### src/rtl/div_unit_pkg.sv
// rtl/div_unit_pkg.sv - shared widths, op codes and state encodings for the iterative divider
package div_unit_pkg;

    localparam int DIV_W     = 32;
    localparam int DIV_CNT_W = 6;

    localparam logic DIV_OP_UNSIGNED = 1'b0;
    localparam logic DIV_OP_SIGNED   = 1'b1;

    localparam logic ENABLE  = 1'b1;
    localparam logic DISABLE = 1'b0;

    typedef enum logic [1:0] {
        DIV_ST_IDLE = 2'd0,
        DIV_ST_RUN  = 2'd1,
        DIV_ST_FIN  = 2'd2
    } div_state_e;

endpackage

### src/rtl/div_step.sv
// rtl/div_step.sv - one combinational restoring-division iteration
module div_step #(
    parameter int W = 32
) (
    input  logic [W-1:0] rem,
    input  logic [W-1:0] quo,
    input  logic [W-1:0] divisor,
    output logic [W-1:0] rem_next,
    output logic [W-1:0] quo_next
);

    logic [W:0] rem_sh;
    logic [W:0] diff;

    // Partial remainder stays below the divisor, so the shifted value fits in W+1 bits.
    assign rem_sh = {rem, quo[W-1]};
    assign diff   = rem_sh - {1'b0, divisor};

    always_comb begin
        if (!diff[W]) begin
            rem_next = diff[W-1:0];
            quo_next = {quo[W-2:0], 1'b1};
        end else begin
            rem_next = rem_sh[W-1:0];
            quo_next = {quo[W-2:0], 1'b0};
        end
    end

endmodule

### src/rtl/div_unit.sv
// rtl/div_unit.sv - multi-cycle signed/unsigned 32-bit divider for the EX stage
module div_unit
    import div_unit_pkg::*;
#(
    parameter int DATA_W = DIV_W,
    parameter int CNT_W  = DIV_CNT_W
) (
    input  logic              clk,
    input  logic              reset,
    input  logic              start,
    input  logic              flush,
    input  logic              op,
    input  logic [DATA_W-1:0] dividend,
    input  logic [DATA_W-1:0] divisor,
    output logic              busy,
    output logic              done,
    output logic [DATA_W-1:0] quotient,
    output logic [DATA_W-1:0] remainder,
    output logic              div_zero,
    output logic              of
);

    localparam logic [DATA_W-1:0] MIN_NEG  = {1'b1, {(DATA_W-1){1'b0}}};
    localparam logic [CNT_W-1:0]  LAST_CNT = CNT_W'(DATA_W - 1);

    div_state_e        state_q, state_d;
    logic [CNT_W-1:0]  cnt_q, cnt_d;
    logic [DATA_W-1:0] rem_q, rem_d;
    logic [DATA_W-1:0] quo_q, quo_d;
    logic [DATA_W-1:0] dvsr_q, dvsr_d;
    logic              neg_q_q, neg_q_d;
    logic              neg_r_q, neg_r_d;
    logic              fast_zero_q, fast_zero_d;
    logic              fast_of_q, fast_of_d;
    logic              busy_q, busy_d;
    logic              done_q, done_d;
    logic [DATA_W-1:0] quotient_q, quotient_d;
    logic [DATA_W-1:0] remainder_q, remainder_d;
    logic              div_zero_q, div_zero_d;
    logic              of_q, of_d;

    logic              is_signed;
    logic              dvd_neg;
    logic              dvs_neg;
    logic [DATA_W-1:0] dvd_abs;
    logic [DATA_W-1:0] dvs_abs;
    logic [DATA_W-1:0] step_rem;
    logic [DATA_W-1:0] step_quo;

    assign is_signed = (op != DIV_OP_UNSIGNED);
    assign dvd_neg   = is_signed & dividend[DATA_W-1];
    assign dvs_neg   = is_signed & divisor[DATA_W-1];
    assign dvd_abs   = dvd_neg ? -dividend : dividend;
    assign dvs_abs   = dvs_neg ? -divisor : divisor;

    div_step #(.W(DATA_W)) u_step (
        .rem      (rem_q),
        .quo      (quo_q),
        .divisor  (dvsr_q),
        .rem_next (step_rem),
        .quo_next (step_quo)
    );

    always_comb begin
        state_d     = state_q;
        cnt_d       = cnt_q;
        rem_d       = rem_q;
        quo_d       = quo_q;
        dvsr_d      = dvsr_q;
        neg_q_d     = neg_q_q;
        neg_r_d     = neg_r_q;
        fast_zero_d = fast_zero_q;
        fast_of_d   = fast_of_q;
        busy_d      = busy_q;
        done_d      = DISABLE;
        quotient_d  = quotient_q;
        remainder_d = remainder_q;
        div_zero_d  = div_zero_q;
        of_d        = of_q;

        if (flush) begin
            state_d = DIV_ST_IDLE;
            busy_d  = DISABLE;
        end else begin
            case (state_q)
                DIV_ST_IDLE: begin
                    if (start) begin
                        busy_d      = ENABLE;
                        div_zero_d  = DISABLE;
                        of_d        = DISABLE;
                        cnt_d       = '0;
                        rem_d       = '0;
                        dvsr_d      = dvs_abs;
                        neg_q_d     = dvd_neg ^ dvs_neg;
                        neg_r_d     = dvd_neg;
                        fast_zero_d = (divisor == '0);
                        fast_of_d   = is_signed && (dividend == MIN_NEG) && (divisor == '1);
                        // Divide-by-zero reports the raw dividend, so keep it unsigned-magnitude free.
                        quo_d       = (divisor == '0) ? dividend : dvd_abs;
                        state_d     = ((divisor == '0) || fast_of_d) ? DIV_ST_FIN : DIV_ST_RUN;
                    end
                end
                DIV_ST_RUN: begin
                    rem_d = step_rem;
                    quo_d = step_quo;
                    cnt_d = cnt_q + CNT_W'(1);
                    if (cnt_q == LAST_CNT) begin
                        state_d = DIV_ST_FIN;
                    end
                end
                DIV_ST_FIN: begin
                    state_d = DIV_ST_IDLE;
                    busy_d  = DISABLE;
                    done_d  = ENABLE;
                    if (fast_zero_q) begin
                        quotient_d  = '1;
                        remainder_d = quo_q;
                        div_zero_d  = ENABLE;
                    end else if (fast_of_q) begin
                        quotient_d  = MIN_NEG;
                        remainder_d = '0;
                        of_d        = ENABLE;
                    end else begin
                        quotient_d  = neg_q_q ? -quo_q : quo_q;
                        remainder_d = neg_r_q ? -rem_q : rem_q;
                    end
                end
                default: begin
                    state_d = DIV_ST_IDLE;
                    busy_d  = DISABLE;
                end
            endcase
        end
    end

    always_ff @(posedge clk) begin
        if (reset) begin
            state_q     <= DIV_ST_IDLE;
            cnt_q       <= '0;
            rem_q       <= '0;
            quo_q       <= '0;
            dvsr_q      <= '0;
            neg_q_q     <= 1'b0;
            neg_r_q     <= 1'b0;
            fast_zero_q <= 1'b0;
            fast_of_q   <= 1'b0;
            busy_q      <= 1'b0;
            done_q      <= 1'b0;
            quotient_q  <= '0;
            remainder_q <= '0;
            div_zero_q  <= 1'b0;
            of_q        <= 1'b0;
        end else begin
            state_q     <= state_d;
            cnt_q       <= cnt_d;
            rem_q       <= rem_d;
            quo_q       <= quo_d;
            dvsr_q      <= dvsr_d;
            neg_q_q     <= neg_q_d;
            neg_r_q     <= neg_r_d;
            fast_zero_q <= fast_zero_d;
            fast_of_q   <= fast_of_d;
            busy_q      <= busy_d;
            done_q      <= done_d;
            quotient_q  <= quotient_d;
            remainder_q <= remainder_d;
            div_zero_q  <= div_zero_d;
            of_q        <= of_d;
        end
    end

    assign busy      = busy_q;
    assign done      = done_q;
    assign quotient  = quotient_q;
    assign remainder = remainder_q;
    assign div_zero  = div_zero_q;
    assign of        = of_q;

endmodule

### config.mk
export PLATFORM = sky130hd
export DESIGN_NAME = div_unit
export DESIGN_NICKNAME = d
export VERILOG_FILES = /design/src/rtl/div_unit_pkg.sv /design/src/rtl/div_step.sv /design/src/rtl/div_unit.sv
export SDC_FILE = /design/constraint.sdc
export NUM_CORES = 1
export LEC_CHECK = 0
export BUFFER_PORTS_ARGS = -buffer_cell sky130_fd_sc_hd__buf_2
export CELL_PAD_IN_SITES_DETAIL_PLACEMENT = 1
export CELL_PAD_IN_SITES_GLOBAL_PLACEMENT = 2
export CORE_AREA = 2 2 183 185
export DETAILED_ROUTE_END_ITERATION = 6
export DIE_AREA = 0 0 185 187
export PLACE_DENSITY = 0.84
export REMOVE_ABC_BUFFERS = 1
export SYNTH_ARGS = -nofsm -noshare
export SYNTH_HDL_FRONTEND = slang
export SYNTH_HIERARCHICAL = 1
export SYNTH_SLANG_ARGS = --single-unit
### constraint.sdc
create_clock -name clk -period 9.3 [get_ports clk]
set_input_delay 1.395 -clock clk [delete_from_list [all_inputs] [get_ports clk]]
set_output_delay 1.395 -clock clk [all_outputs]
set_load 0.01 [all_outputs]
# Yosys cells after proc, flatten, opt, wreduce, memory -nomap -nowiden
# Cells that the tools add are included.
# totals
regBits,176
wordCells,81
out_inout_bits,68
in_bits,69
# op_classes
reduce_logical,15
eq_ne,10
addsub,6
mux,30
bitwise_logic,5
# op_table
op,n
2-to-1 mux 32 bit,12
negation 32 bit,4
case mux 32 bit (2 select lines),2
equality test 32 bit (second input constant),2
subtractor 33 x 32 -> 33 bit,1
logical NOT 32 bit,1
case mux 6 bit (2 select lines),1
inequality test 2 bit (second input constant),5
2-to-1 mux 1 bit,7
adder 6 x 1 -> 6 bit (second input constant),1
equality test 6 x 5 -> 1 bit (second input constant),1
2-to-1 mux 2 bit,3
2-to-1 mux 6 bit,1
case mux 1 bit (2 select lines),3
AND reduction 2 bit,3
AND reduction 3 bit,2
AND reduction 5 bit,1
case mux 2 bit (2 select lines),1
AND reduction 4 bit,1
nonzero test 2 bit,2
bitwise AND 1 bit,2
equality test 2 x 1 -> 1 bit (second input constant),1
equality test 2 bit (second input constant),1
logical AND 1 bit,2
5 further kinds,6

# Depth between registers and ports, before layout
# logic_depth
ltp_word,7
mapped_depth,16
ltp_nobuf,15

# Modules after synthesis
# The synthesis kept the hierarchy.
# modules_own_cells
module,instances,seq_area_each_um2,cells_per_inst,area_each_um2
div_unit,1,3523.4,1250,9804.4
div_step,1,0.0,342,2488.6

# Least setup slack after synthesis
# No wires, ideal clock.
# synth_path
path_type,input-to-reg
from,input divisor[24]
to,register quo_q[13]
t_required_ns,9.205
cell_stages,7
path_buffers,1
setup_slack_ns,5.937
arrival_time_ns,3.268
path_cell_list,or4_4 -> or3_4 -> o31a_1 -> buf_6 -> o31ai_1 -> xor2_1 -> a221oi_1
# synth_between
elab_chain_len,4
# synth_lines
item,line_no,text
start: declaration,div_unit.sv:14,"input logic [DATA_W-1:0] divisor,"
logical NOT 32 bit,div_unit.sv:99,quo_d = (divisor == '0) ? dividend : dvd_abs;
2-to-1 mux 32 bit,div_unit.sv:99,
2-to-1 mux 32 bit,div_unit.sv:87,if (start) begin
case mux 32 bit (2 select lines),div_unit.sv:85,case (state_q)
end signal: assignment,div_unit.sv:157,quo_q <= quo_d;
end: declaration,div_unit.sv:29,"logic [DATA_W-1:0] quo_q, quo_d;"
# Every way passes these cells. The select of a mux whose other input is x is not followed.
# A chain may end at the register's enable or synchronous reset.

# Final worst setup path
# layout_path
from,register quo_q[31]
to,register rem_q[4]
# layout_between
elab_chain_len,3
# layout_lines
item,line_no,text
subtractor 33 x 32 -> 33 bit,div_step.sv:17,"assign diff = rem_sh - {1'b0, divisor};"
2-to-1 mux 32 bit,div_step.sv:20,if (!diff[W]) begin
named net step_rem[4],div_unit.sv:47,logic [DATA_W-1:0] step_rem;
case mux 32 bit (2 select lines),div_unit.sv:85,
end signal: assignment,div_unit.sv:156,rem_q <= rem_d;
end: declaration,div_unit.sv:28,"logic [DATA_W-1:0] rem_q, rem_d;"
# The timed path passes the listed nets, and every way through them passes these cells.

==> results.md <==
- Sw power: ~600 uW
- 1st-iter DRT viols: 717
- # fillers: roughly 4000
- FMAX: approximately 0.21 GHz
- CTS H-tree depth: 4
- CTS Sinks: between 150 and 200
- Multiplexer area fraction after synthesis: 0.03328
- Status: finished clean
- Final HPWL DP: about 31 mm
- Seq pwr share: 0.403
- Max-slew violation count: 0
- Primary FF master, synth: dfxtp_1
- Fraction of layout cells with a size suffix above 1: 0.1439
- Yosys Warn Count: 6
- Post-Synth Simple-Gate Area: 0.2203
- Worst Setup Start Kind: flip-flop
- Register bit count reported by yosys: 176
- M3 GR Usage: 0.03349
- Global routing's busiest layer: met2
- Synth async-reset ratio: 0
- Post-synthesis compound-gate area fraction: 0.2532
- GR Layer Usage met2: 0.4117
- First-pass GRT wire length: 66.40 mm
- RSZ-0062 raised after global routing: false
- Post-Route Setup TNS: 0 ps
- Initial antenna violation count: 2
- Combinational family with the most area after synthesis: compound AO/OA/AOI/OAI gates
- CP arrival: about 5000 ps
- CTS root buf: clkbuf_16
- Leak: between 0.005 and 0.006 uW
- Mapped Cells: 1592
- Post-DRT Antenna Nets: 0
- Vias in the first global route: approximately 12000
- Die X: 185 um
- # setup viols final: 0
- Sequential cell area: approximately 3500 um2
- Switching share of total power: 0.2988
- GP Congestion: just under 0.9
- Yosys cell types: 83
- Clock Latency Late Sink: 450 ps
- Postcts setup bufs: 0
- Non-Filler Instances: approximately 2100
- DR WL/cell: about 20 um
- CTS max path bufs: 2
- Row count: 67
- Placed cells: 2049
- Initial Util: 0.3741
- Vias/cell: 5.818
- Via count: 12118
- Pwr Density: between 100 and 150 nW/um2
- Max-cap check violation count: 0
- Core region area: 32860 um2
- Worst Tran Pin Value: approximately 1200 ps
- Num ports: 137
- Gate power share: 0.184
- Hold buffers post-CTS: 0
- Internal power: 1406 uW
- Number of synthesized flops with an enable pin: 0
- Syn avg cell area: around 7.7 um2
- Footprint of the multi-input gates: around 8000 um2
- Die height: around 190 um
- CP Data Required Time: 9620 ps
- Clock network power share: 0.413
- Fin crit period: ~4700 ps
- Headroom to the max-slew limit: 0.1883
- Final worst-path cycle share: 0.5022
- Clock input transition at the sequential cells of the worst setup and hold paths: approximately 70 ps
- Port bufs: between 100 and 150
- GRT overflow: 0
- Synth Cell Area: ~12000 um2
- Gr usage total: 0.2421
- Register area share after synthesis: 0.2866
- Largest net degree at the start of global routing: 68
- # DRC: 0
- WL final: approximately 42 mm
- Num CTS Buffers: 17
- Area Overhead vs Synth: 11.18%
- Final Hold Viols: 0
- Clk_skew: 7.891 ps
- Drt first pass iters: 5
- Post-Synth XOR/XNOR Area: 0.09405
- CTS tree: built
- Worst Hold Class: flip-flop to flip-flop
- M1 GR Usage: 0.3173
- Synth Area in Adders: 0.04031
- Die area: between 30000 and 40000 um2
- Endpoint type of the worst setup path: flip-flop
- Resize count post-CTS: 0
- Crit Path Class: flip-flop to flip-flop
- CP Max Fanout: 22
- Peak VDD IR: ~0.13 mV
- Final nets: about 1700
-- registers in the layout, summed over array words and instances (netlist names) --
register / flops
neg_q_q: 1
busy: 1
of: 1
quo_q: 32
done: 1
fast_zero_q: 1
cnt_q: 6
dvsr_q: 32
div_zero: 1
fast_of_q: 1
neg_r_q: 1
remainder: 32
state_q: 2
quotient: 32
rem_q: 32
-- layout by cell type (no fill, tap or decap), types with 24 or more instances in the layout --
| cell | n |
|---|---|
| a21o_1 | 24 |
| nor3_1 | 73 |
| o21ai_0 | 51 |
| xor2_1 | 51 |
| a211oi_1 | 53 |
| nand3_1 | 31 |
| inv_1 | 52 |
| nor4_1 | 27 |
| nand4_1 | 25 |
| nor2_1 | 199 |
| xnor2_1 | 81 |
| a21oi_1 | 125 |
| a22oi_1 | 33 |
| nand2_1 | 96 |
| ha_1 | 38 |
| a221oi_1 | 47 |
| dfxtp_1 | 175 |
| buf_2 | 135 |
-- Yosys cell counts, drive strengths merged (10+ instances only) --
cell	instances	share of area
nor2	204	0.063
dfxtp	176	0.29
a21oi	127	0.052
clkbuf	96	0.030
nand2	96	0.029
xnor2	81	0.058
nor3	75	0.031
o21ai	74	0.030
a211oi	57	0.036
inv	53	0.016
xor2	51	0.036
a221oi	47	0.033
buf	46	0.026
ha	38	0.039
a22oi	33	0.020
nand3	31	0.013
nor4	29	0.016
nand4	25	0.013
a21o	24	0.015
mux2	22	0.026
or3	20	0.011
o31ai	19	0.013
o41ai	16	0.012
nand2b	15	0.0076
a31oi	14	0.0071
or4	12	0.0079
and3	10	0.0051
-- layer usage --
layer	wire, um	vias to the layer above
met5	0	-
met2	20490	262
met3	1560	57
met4	952	0
met1	19390	5943
li1	-	5856
-- power by group through the flow --
| stage | clock [uW] | sequential, uW | combinational [uW] |
|---|---|---|---|
| 2_1_floorplan | 0 | 816 | 243 |
| 3_3_place_gp | 0 | 824 | 357 |
| 3_5_place_dp | 0 | 826 | 364 |
| 4_1_cts | 839 | 808 | 367 |
| 5_1_grt | 870 | 813 | 406 |
| 6_report | 828 | 809 | 368 |
-- kinds of logic after synthesis --
family | Yosys count
compound gates | 461
mux | 31
buf+inv | 196
flops | 176
simple gates | 557
fa+ha+maj | 39
xor+xnor | 132
-- through the flow --
| stage | cell area [um2] | hold slack (ps) | utilization | power, uW | setup slack (ps) |
|---|---|---|---|---|---|
| 2_1_floorplan | 11610 | 434.6 | - | 1059 | 2229 |
| 3_3_place_gp | 13000 | 457.5 | 0.3956 | 1181 | 4768 |
| 3_5_place_dp | 13000 | 467.9 | 0.3956 | 1189 | 4647 |
| 4_1_cts | 13660 | 494.3 | 0.4157 | 2014 | 4586 |
| 5_1_grt | 13660 | 518.5 | 0.4158 | 2088 | 4332 |
| 6_report | 13670 | 491.8 | 0.4159 | 2005 | 4629 |
-- area by class of cell --
class                           instances  share of cell area
Clock buffer                           19             0.03314
Multi-Input combinational cell       1220              0.5791
Inverter                               54             0.01483
Antenna cell                            2           0.0003662
Timing Repair Buffer                  151             0.05823
Tap cell                              448             0.04101
Sequential cell                       176              0.2579
Clock inverter                         13             0.01538
-- worst max-delay path: stages, from the launching register on --
cell and delay [ps]:
dfxtp_1 470, inv_1 80, ha_1 220, fa_1 410, and2b_1 230, o2111ai_1 150
a21oi_2 240, o2111ai_1 230, a211oi_2 290, nor2_2 100, mux2i_1 740, and2_4 390
inv_2 310, mux2_1 430, a22oi_1 170, nor2_1 60
-- worst paths after layout --
check | from | endpoint | slack, ps | cells past startpoint
max | quo_q[31]$_SDFFE_PP0P_ | rem_q[4]$_SDFFE_PP0P_ | 4630 | 15
min | remainder[9]$_SDFFE_PP0P_ | remainder[9]$_SDFFE_PP0P_ | 490 | 2
max reg2reg | quo_q[31]$_SDFFE_PP0P_ | rem_q[4]$_SDFFE_PP0P_ | 4630 | 15
min reg2reg | remainder[9]$_SDFFE_PP0P_ | remainder[9]$_SDFFE_PP0P_ | 490 | 2
Note: power is estimated with default switching activity, not from simulation.
